## src/rtl/br_resolve_queue.sv

```systemverilog
// rtl/br_resolve_queue.sv - in-order queue of in-flight branch predictions feeding BHT update and fetch redirect
module br_resolve_queue #(
  parameter int DEPTH = 4,
  parameter int SET_W = 4,
  parameter int WAY_W = 2,
  parameter int PC_W  = 16
) (
  input  logic                     clk,
  input  logic                     rst,
  input  logic                     push,
  input  logic                     push_hit,
  input  logic [WAY_W-1:0]         push_way,
  input  logic [WAY_W-1:0]         push_lru,
  input  logic [SET_W-1:0]         push_set,
  input  logic                     push_pred,
  input  logic [PC_W-1:0]          push_target,
  input  logic [PC_W-1:0]          push_fallthru,
  output logic                     full,
  input  logic                     resolve,
  input  logic                     resolve_taken,
  input  logic [PC_W-1:0]          resolve_target,
  output logic                     empty,
  output logic [$clog2(DEPTH):0]   count,
  output logic                     bht_load,
  output logic                     bht_clear,
  output logic                     bht_br_result,
  output logic [SET_W-1:0]         bht_load_set,
  output logic [WAY_W-1:0]         bht_ways,
  output logic [WAY_W-1:0]         bht_lru,
  output logic                     mispredict,
  output logic [PC_W-1:0]          redirect_pc,
  output logic                     err
);

  localparam int PTR_W = $clog2(DEPTH);
  localparam int CNT_W = PTR_W + 1;

  typedef struct packed {
    logic             hit;
    logic [WAY_W-1:0] way;
    logic [WAY_W-1:0] lru;
    logic [SET_W-1:0] set;
    logic             pred;
    logic [PC_W-1:0]  target;
    logic [PC_W-1:0]  fallthru;
  } entry_t;

  entry_t             mem [DEPTH];
  entry_t             head_e;
  entry_t             new_e;
  logic [PTR_W-1:0]   head;
  logic [PTR_W-1:0]   tail;
  logic               do_pop;
  logic               do_push;
  logic               mp;
  logic               at_cap;

  assign at_cap = (count == CNT_W'(DEPTH));
  assign full   = at_cap | mispredict;
  assign empty  = (count == '0);
  assign head_e = mem[head];
  assign new_e  = '{hit: push_hit, way: push_way, lru: push_lru, set: push_set,
                    pred: push_pred, target: push_target, fallthru: push_fallthru};

  assign do_pop = resolve & ~empty;
  assign mp     = (head_e.pred != resolve_taken) |
                  (resolve_taken & head_e.pred & head_e.hit & (head_e.target != resolve_target));
  // A pop frees the slot for a same-cycle push, but a mispredicting pop makes the push wrong-path.
  assign do_push = push & ~mispredict & (~at_cap | do_pop) & ~(do_pop & mp);

  always_ff @(posedge clk) begin
    if (do_push) mem[tail] <= new_e;
  end

  always_ff @(posedge clk) begin
    if (rst) begin
      head          <= '0;
      tail          <= '0;
      count         <= '0;
      bht_load      <= 1'b0;
      bht_clear     <= 1'b0;
      bht_br_result <= 1'b0;
      bht_load_set  <= '0;
      bht_ways      <= '0;
      bht_lru       <= '0;
      mispredict    <= 1'b0;
      redirect_pc   <= '0;
      err           <= 1'b0;
    end else begin
      bht_load   <= 1'b0;
      bht_clear  <= 1'b0;
      mispredict <= 1'b0;
      if (resolve & empty) err <= 1'b1;
      if (do_push) tail <= tail + PTR_W'(1);
      if (do_pop) begin
        bht_load      <= head_e.hit | resolve_taken;
        bht_clear     <= ~head_e.hit & resolve_taken;
        bht_br_result <= resolve_taken;
        bht_load_set  <= head_e.set;
        bht_ways      <= head_e.way;
        bht_lru       <= head_e.lru;
        mispredict    <= mp;
        redirect_pc   <= resolve_taken ? resolve_target : head_e.fallthru;
        if (mp) begin
          head  <= tail;
          count <= '0;
        end else begin
          head <= head + PTR_W'(1);
          if (!do_push) count <= count - CNT_W'(1);
        end
      end else if (do_push) begin
        count <= count + CNT_W'(1);
      end
    end
  end

endmodule

```

## config.mk

```make
export PLATFORM = sky130hd
export DESIGN_NAME = br_resolve_queue
export DESIGN_NICKNAME = d
export VERILOG_FILES = /design/src/rtl/br_resolve_queue.sv
export SDC_FILE = /design/constraint.sdc
export NUM_CORES = 1
export LEC_CHECK = 0
export ABC_AREA = 1
export CORE_ASPECT_RATIO = 1.75
export CORE_MARGIN = 2
export CORE_UTILIZATION = 56
export DETAILED_ROUTE_END_ITERATION = 8
export PLACE_DENSITY = 0.8
export SLEW_MARGIN = 10
export SYNTH_ARGS = -nofsm -noshare
export SYNTH_HDL_FRONTEND = slang
export SYNTH_SLANG_ARGS = --single-unit
```

## constraint.sdc

```tcl
create_clock -name clk -period 5.9 [get_ports clk]
set_clock_uncertainty 0.2 [all_clocks]
set_input_delay 1.18 -clock clk [delete_from_list [all_inputs] [get_ports clk]]
set_output_delay 1.18 -clock clk [all_outputs]
set_load 0.01 [all_outputs]
```

# ---- Word-level counts from Yosys, hierarchy flattened
# Memories as Yosys holds them, arrays and structs flattened. A register that Yosys moved wholly into a read port is not among the register bits.
# Cells that the tools add are included.
dict set report word_totals {
  register_bits 36
  ramBits 168
  elab_cells 55
  n_memories 1
}
dict set report op_classes {
  n_addsub 4
  eq_ne 4
  n_mux 10
  bitwise_logic 20
  reduce_logical 4
}
# name words width rd rd_ports_with_merged_regs write_ports line_no
set memory_table {}
lappend memory_table {mem 4 42 1 1 1 48} ;# entry_t mem [DEPTH];
# cell count
set ops {}
lappend ops {{16-bit two-way mux} 1}
lappend ops {{16-bit != test} 1}
lappend ops {{3-bit two-way mux} 4}
lappend ops {{1-bit AND} 10}
lappend ops {{2-bit two-way mux} 3}
lappend ops {{1-bit NOT} 6}
lappend ops {{2-bit by 1-bit adder with 2-bit output, second input constant} 2}
lappend ops {{1-bit bitwise OR} 4}
lappend ops {{3-bit by 1-bit adder with 3-bit output, second input constant} 1}
lappend ops {{3-bit equality test, second input constant} 1}
lappend ops {{3-bit zero test} 1}
lappend ops {{3-bit by 2-bit != test with 1-bit output, second input constant} 1}
lappend ops {{3-bit by 1-bit subtractor with 3-bit output, second input constant} 1}
lappend ops {{1-bit two-way mux} 2}
lappend ops {{2-bit AND reduction} 1}
lappend ops {{2-bit nonzero test} 1}
lappend ops {{2-bit OR reduction} 1}
lappend ops {{1-bit != test} 1}

# ---- Longest topological paths before layout
# Gate-level depths: netlist (run 1).
dict set report depth {
  word_depth 10
  ltp_mapped 18
  ltp_nobuf 17
}

# ---- Worst setup path before layout (run 1)
# No wires, ideal clock.
dict set report synth_path {
  path_kind {input to register}
  start {input resolve_target[15]}
  end {memory mem[0][0] in the netlist's numbering, enable pin}
  arrival_ns 3.732
  required_time_ns 5.259
  setup_slack_ns 1.527
  stages 12
  n_path_buf 0
  cell_sequence {inv_1 > nand3_1 > nand2_1 > nor2_1 > nand2_1 > nor2_1 > nand2_1 > nand2_2 > nand2_2 > nand2_4 > nand2_2 > nor2_1}
}
dict set report synth_between {
  elab_chain_cells 8
}
# item line_no
set synth_rtl {}
lappend synth_rtl {{start, declared} 21} ;# input logic [PC_W-1:0] resolve_target,
lappend synth_rtl {{16-bit != test} 67} ;# (resolve_taken & head_e.pred & head_e.hit & (head_e.target != resolve_target));
lappend synth_rtl {{1-bit AND} 67}
lappend synth_rtl {{1-bit bitwise OR} 66} ;# assign mp = (head_e.pred != resolve_taken) |
lappend synth_rtl {{1-bit AND} 69} ;# assign do_push = push & ~mispredict & (~at_cap | do_pop) & ~(do_pop & mp);
lappend synth_rtl {{1-bit NOT} 69}
lappend synth_rtl {{1-bit AND} 69}
lappend synth_rtl {{1-bit two-way mux} 72} ;# if (do_push) mem[tail] <= new_e;
lappend synth_rtl {{1-bit two-way mux (implied by the code)} 72}
lappend synth_rtl {{end, declared} 48}
# No other way between the ends.

==> results of run 1 <==
-- path summary, 6_finish.rpt --
path / cells after the start / end / slack, ns / start
max: 17 / mem[1][22] / 1.58 / flop
max reg2reg: 17 / mem[1][22] / 1.58 / flop
min: 2 / bht_br_result / 0.25 / bht_br_result
min reg2reg: 2 / bht_br_result / 0.25 / bht_br_result
-- cells by family after synthesis --
family          Yosys count
buf+inv                  68
flops                   206
compound gates          141
fa+ha+maj                 8
xor+xnor                  3
simple gates            299
-- worst max-delay path, stage by stage, from the launching register on --
cell     delay [ns]
dfxtp_2        0.32
inv_2          0.53
buf_4          0.49
nand2_1        0.10
nand3_1        0.10
nand2_1        0.06
nand2_1        0.05
nand2_1        0.05
nor2_1         0.15
nand2_1        0.06
nor2_1         0.10
nand2_1        0.10
nand2_2        0.10
nand2_2        0.11
nand2_4        0.13
nand2_2        0.18
nor2_4         0.71
buf_4          0.40
-- power by group through the flow --
stage / Clock [uW] / Combinational (uW) / Sequential, uW
finish: 1130 / 1400 / 1970
global route: 1190 / 1530 / 1990
CTS: 1140 / 1390 / 1970
detailed placement: 0 / 1370 / 2000
global placement: 0 / 1330 / 1980
floorplan: 0 / 822 / 2020
-- per-layer routing --
metal	vias up	track usage	wire length, microns
li1	2726	-	-
met1	2813	0.2950	7301
met2	277	0.4615	10660
met3	67	0.03193	1369
met4	0	0.1318	989
met5	-	0	0
-- through the flow --
step                  util  cells  setup slack, ns  instance area [sq um]
finish              0.6931   1007            1.580                   9960
global route        0.6931   1007            1.219                   9960
CTS                 0.6930   1006            1.536                   9957
detailed placement  0.6533    974            1.316                   9387
global placement    0.6533    974            1.450                   9387
floorplan                -    725            1.527                   8257
-- final cells by class --
type / count / area [sq um] / share of cell area
timing repair buffer: 108 / 1051 / 0.1055
sequential: 206 / 5807 / 0.5830
clock inverter: 8 / 45.04 / 0.004523
clock buffer: 24 / 525.5 / 0.05276
tap: 180 / 225.2 / 0.02261
inverter: 29 / 108.9 / 0.01093
antenna: 1 / 2.502 / 0.0002513
multi-input combinational: 451 / 2195 / 0.2204
-- cells in the final DEF, fill, tap and decap left out, drive strengths merged --
| cell | count |
|---|---|
| a22o | 8 |
| buf | 12 |
| a21oi | 37 |
| o31ai | 1 |
| inv | 29 |
| dfxtp | 38 |
| nand3 | 46 |
| nor2 | 77 |
| edfxtp | 168 |
| xor2 | 3 |
| clkinv | 7 |
| and3 | 1 |
| o21bai | 1 |
| clkinvlp | 1 |
| or2 | 1 |
| diode | 1 |
| ha | 8 |
| o211ai | 1 |
| o211a | 1 |
| o21ai | 67 |
| nand4 | 2 |
| o22ai | 25 |
| clkbuf | 24 |
| nand2 | 160 |
| clkdlybuf4s50 | 96 |
| nand3b | 12 |
-- synthesized netlist by cell type --
master | n | area [sq um]
nand2_4 | 1 | 11.26
clkbuf_2 | 1 | 5.000
buf_1 | 1 | 3.750
buf_4 | 4 | 30.03
o21ai_0 | 66 | 330.3
inv_2 | 1 | 3.750
buf_2 | 6 | 30.03
nand3b_1 | 12 | 90.09
nand4_1 | 2 | 12.51
o21bai_1 | 1 | 7.510
o211a_1 | 1 | 10.01
nand3_1 | 45 | 225.2
nand3_2 | 1 | 10.01
and3_1 | 1 | 6.260
a21oi_1 | 36 | 180.2
dfxtp_1 | 38 | 760.7
o21ai_1 | 1 | 5.000
ha_1 | 8 | 100.1
or2_2 | 1 | 6.260
o31ai_1 | 1 | 7.510
clkbuf_1 | 26 | 97.59
o22ai_1 | 25 | 156.4
nor2_1 | 77 | 289.0
a21oi_2 | 1 | 8.760
nand2_1 | 156 | 585.6
edfxtp_1 | 168 | 5045
inv_1 | 28 | 105.1
buf_6 | 1 | 11.26
xor2_1 | 3 | 26.28
a22o_1 | 8 | 70.07
o211ai_1 | 1 | 7.510
nand2_2 | 3 | 18.77
-- flip-flops by register name, summed over array words and instances (netlist names), named ones only --
register / cells
mem: 168
redirect_pc: 16
bht_load_set: 4
count: 3
bht_lru: 2
bht_ways: 2
head: 2
tail: 2
bht_br_result: 1
bht_clear: 1
bht_load: 1
err: 1
mispredict: 1
==> reports/qor.yml, run 1 <==
outcome:
  outcome: "completed"
setup_path:
  cp.arrival_ns: 4.28
  cp-end-kind: "flop"
  path_class: "flop to flop"
  cp-start-kind: "flop"
  critPathMaxFanout: 43
  required_ns: 5.86
cts:
  clk_latency_ns: 0.48
  cts.repair.resized: 0
  cts_root_buf: "clkbuf_16"
  cts_setup_buffers: 0
  cts_tree: "done"
  clockBufferDepth: 3
  clkSlewWorstSetupHoldPaths_ns: 0.06
  htreeDepth: 1
  cts_buffers: 18
  cts_hold_buffers: 0
  cts_sinks: 206
die:
  fp.dieH_microns: 164.6
  dieWidth_microns: 95.79
  initial_utilization: 0.5746
  core_sq_um: 14370
  ios: 97
  std_cell_rows: 58
  die-area_sq_um: 15770
hold_path:
  hold_class: "flop to flop"
synth:
  synthCells: 725
  synth.area.mux_share: 0
  synth-seq-cells: 206
  yosysUniqueCellTypes: 32
  synth_top_family_by_area: "simple AND/OR/NAND/NOR gates"
  syn_avg_cell_area_sq_um: 11.39
  synth_xor_area_frac: 0.003182
  synth_compound_area_frac: 0.09486
  synthAdderAreaFrac: 0.01212
  ys_warn_count: 0
  synth-simple-area-share: 0.1520
  syn_nets: 796
  ys_seq_area_frac: 0.7031
  syn_area_sq_um: 8257
global_route:
  antenna_found_initial: 1
  track_usage: 0.2573
  grt_overflow: 0
  grt_pass1_vias: 5920
  grt_pass1_wl_mm: 30.35
  grt_max_degree: 85
power_and_ir_drop:
  power.leakage_uw: 0.003678
  combPwrFrac: 0.311
  p_sw_uw: 1502
  peakVddDrop_uv: 298.7
  p_clk_frac: 0.250
  p_total_uw: 4495
  p_int_uw: 2992
  p_seq_frac: 0.439
  power_density_nw_per_um2: 451.3
  netSwitchingFraction: 0.3343
finish:
  drive_above_1_share: 0.06416
  fill_cells: 1005
  fin_nets: 885
  synthToLayoutAreaGrowth_pct: 20.62
routing:
  drt-total-wl_mm: 20.32
  drc: 0
  wl_per_cell_microns: 20.18
  drtIter0Drc: 458
  drtPass1Iterations: 6
  ant_nets: 0
  via_per_inst: 5.842
  via_count: 5883
placement:
  dpl.hpwl_mm: 13.04
  io_buffers: 96
  gp_congestion: 0.9273
sta:
  hold_viol: 0
  setup_tns_ns: 0
  finalSetupViolations: 0
  maxSlewViolCount: 0
  whs_ns: 0.2512
  period_share: 0.7322
  post-route-min-period_ns: 4.320
  max-slew-margin-rel: 0.3955
  rsz0062_at_grt: "false"
  clock.fmax_mhz: 231.5
  worstMarginPinSlew_ns: 0.9047
job:
  cap_violations: 0
(Power assumes the default switching activity.)
==> inputs of run 2 (changes only) <==
==> constraint.sdc (replaced) <==
create_clock -name clk -period 4.2 [get_ports clk]
set_clock_uncertainty 0.2 [all_clocks]
set_input_delay 0.84 -clock clk [delete_from_list [all_inputs] [get_ports clk]]
set_output_delay 0.84 -clock clk [all_outputs]
set_load 0.01 [all_outputs]
==> reports/qor.yml, run 2 (synthesis gave the netlist of run 1 again) <==
sta:
  clock.fmax_mhz: 285.0  # +23%
  worstMarginPinSlew_ns: 0.7175  # -0.1871 ns
  finalSetupViolations: 0  # unchanged
  hold_viol: 0  # unchanged
  setup_tns_ns: 0  # unchanged
  period_share: 0.8355  # +0.1033
  maxSlewViolCount: 0  # unchanged
  rsz0062_at_grt: "false"
  post-route-min-period_ns: 3.509  # -0.8110 ns
  max-slew-margin-rel: 0.5216  # +0.1262
placement:
  dpl.hpwl_mm: 12.80  # -1.9%
  gp_congestion: 0.8360  # -9.8%
  placed_cells: 981  # +0.72%
  io_buffers: 96  # unchanged
  placed_area_sq_um: 9439  # +0.56%
cts:
  clk_latency_ns: 0.49  # about the same
  cts_sinks: 206  # unchanged
  cts_buffers: 18  # unchanged
  clkSlewWorstSetupHoldPaths_ns: 0.07  # about the same
  clockBufferDepth: 3  # unchanged
  cts_tree: "done"
  htreeDepth: 1  # unchanged
  cts.repair.resized: 0  # unchanged
  cts_hold_buffers: 0  # unchanged
  cts_root_buf: "clkbuf_16"
  cts_setup_buffers: 0  # unchanged
setup_path:
  cpPeakStageDelay_ns: 0.44  # -0.27 ns
  cp-end-kind: "flop"
  cp_cell_sequence: "buf_4 -> buf_4 -> o21ai_0 -> o22ai_1 -> ha_1 -> inv_1 -> nand2_2 -> nand2_4 -> nand2_2 -> nor2_4 -> buf_4"
  path_class: "flop to flop"
  cp_slowest_cell: "buf_4"
  cp_num_buf_inv: 4  # +1
  cp.arrival_ns: 3.43  # -0.85 ns
  cpMostUsedCell: "buf_4"
  critPathMaxFanout: 47  # +9.3%
  critPathTopFamily: "buffers and inverters"
  cp-start-kind: "flop"
  required_ns: 4.12  # -1.74 ns
power_and_ir_drop:
  combPwrFrac: 0.313  # +0.002
  p_sw_uw: 2112  # +41%
  p_seq_frac: 0.438  # about the same
  p_clk_frac: 0.249  # about the same
  p_int_uw: 4211  # +41%
  peakVddDrop_uv: 414.2  # +39%
  power_density_nw_per_um2: 631.9  # +40%
  netSwitchingFraction: 0.3340  # about the same
  power.leakage_uw: 0.003709  # +0.85%
finish:
  fill_cells: 1010  # +0.50%
  final_cell_area_sq_um: 10010  # +0.46%
  final_common_cell: "edfxtp_1"
  fin_nets: 892  # +0.79%
  largest_reg_flops: 168  # unchanged
  mostFrequentLayoutCells: "edfxtp_1, nand2_1, clkdlybuf4s50_1, nor2_1, o21ai_0"
  synthToLayoutAreaGrowth_pct: 21.18
  fin_util: 0.6964  # +0.003222
  insertedDiodeCount: 0  # -1
  reg_top3: "mem x168, redirect_pc x16, bht_load_set x4"
  stdcell_count: 1013  # +0.60%
  drive_above_1_share: 0.07203  # +0.007864
  regMostFlops: "mem"
die:
  std_cell_rows: 58  # unchanged
  core_sq_um: 14370  # unchanged
  dieWidth_microns: 95.79  # unchanged
  fp.dieH_microns: 164.6  # unchanged
  ios: 97  # unchanged
  die-area_sq_um: 15770  # unchanged
  initial_utilization: 0.5746  # unchanged
global_route:
  grt_pass1_wl_mm: 29.82  # -1.8%
  track_usage: 0.2509  # -0.006381
  grt_overflow: 0  # unchanged
  grt_pass1_vias: 5792  # -2.2%
  grt_max_degree: 48  # -44%
  antenna_found_initial: 0  # -1
routing:
  via_per_inst: 5.842  # about the same
  route.met3.wl_mm: 1.260  # -8.0%
  wl_per_cell_microns: 19.14  # -5.1%
  drc: 0  # unchanged
  wl_met1_mm: 7.035  # -3.6%
  ant_nets: 0  # unchanged
  routed.top_layer: "met4"
  drt-total-wl_mm: 19.39  # -4.6%
  via_count: 5918  # +0.59%
  drtPass1Iterations: 5  # -1
  drtIter0Drc: 425  # -7.2%
  met2WireLength_mm: 10.32  # -3.2%
hold_path:
  hold_class: "flop to flop"
job:
  cap_violations: 0  # unchanged
outcome:
  outcome: "completed"
[run 2: worst reg2reg max path: cells and delay by family (launching register included)]
| kind | cells | cell delay, ns |
|---|---|---|
| buffers and inverters | 4 | 1.42 |
| DFF | 1 | 0.34 |
| AOI/OAI and AO/OA | 2 | 0.36 |
| adders and majority gates | 1 | 0.27 |
| and+or+nand+nor | 4 | 0.53 |
[run 2: routing by layer]
layer | vias up | global-route usage
met2 | 278 | 0.4428
met4 | 0 | 0.1169
li1 | 2743 | -
met1 | 2838 | 0.2976
met3 | 59 | 0.03558
met5 | - | 0
[run 2: stage by stage]
| step | power, uW | hold slack, ns | setup WS [ns] |
|---|---|---|---|
| after CTS | 6342 | 0.2593 | 0.7131 |
| after global placement | 4683 | 0.2319 | 0.6408 |
| after detailed placement | 4765 | 0.2489 | 0.5718 |
| final | 6323 | 0.2604 | 0.6910 |
| after global routing | 6641 | 0.2730 | 0.4920 |
| after floorplan | 3986 | 0.2722 | -0.006299 |
[run 2: final cells by class]
cell class | count | area, sq um | area share
Timing Repair Buffer | 115 | 1104 | 0.1103
Inverter | 29 | 108.9 | 0.01088
Multi-Input combinational cell | 451 | 2195 | 0.2193
Tap cell | 180 | 225.2 | 0.02251
Clock inverter | 8 | 52.55 | 0.005252
Sequential cell | 206 | 5807 | 0.5803
Clock buffer | 24 | 514.2 | 0.05139
[run 2: path summary, 6_finish.rpt]
path              startpoint         end  slack [ns]  depth (start not counted)
hold reg to reg          err         err        0.26                          2
hold / removal           err         err        0.26                          2
setup reg to reg        flop  mem[2][26]        0.69                         11
setup / recovery        flop  mem[2][26]        0.69                         11
[run 2: power by group through the flow]
stage / clock [uW] / combinational (uW) / sequential, uW
2_1_floorplan: 0 / 1150 / 2830
3_3_place_gp: 0 / 1890 / 2790
3_5_place_dp: 0 / 1960 / 2810
4_1_cts: 1600 / 1980 / 2770
5_1_grt: 1670 / 2180 / 2800
6_report: 1570 / 1980 / 2770
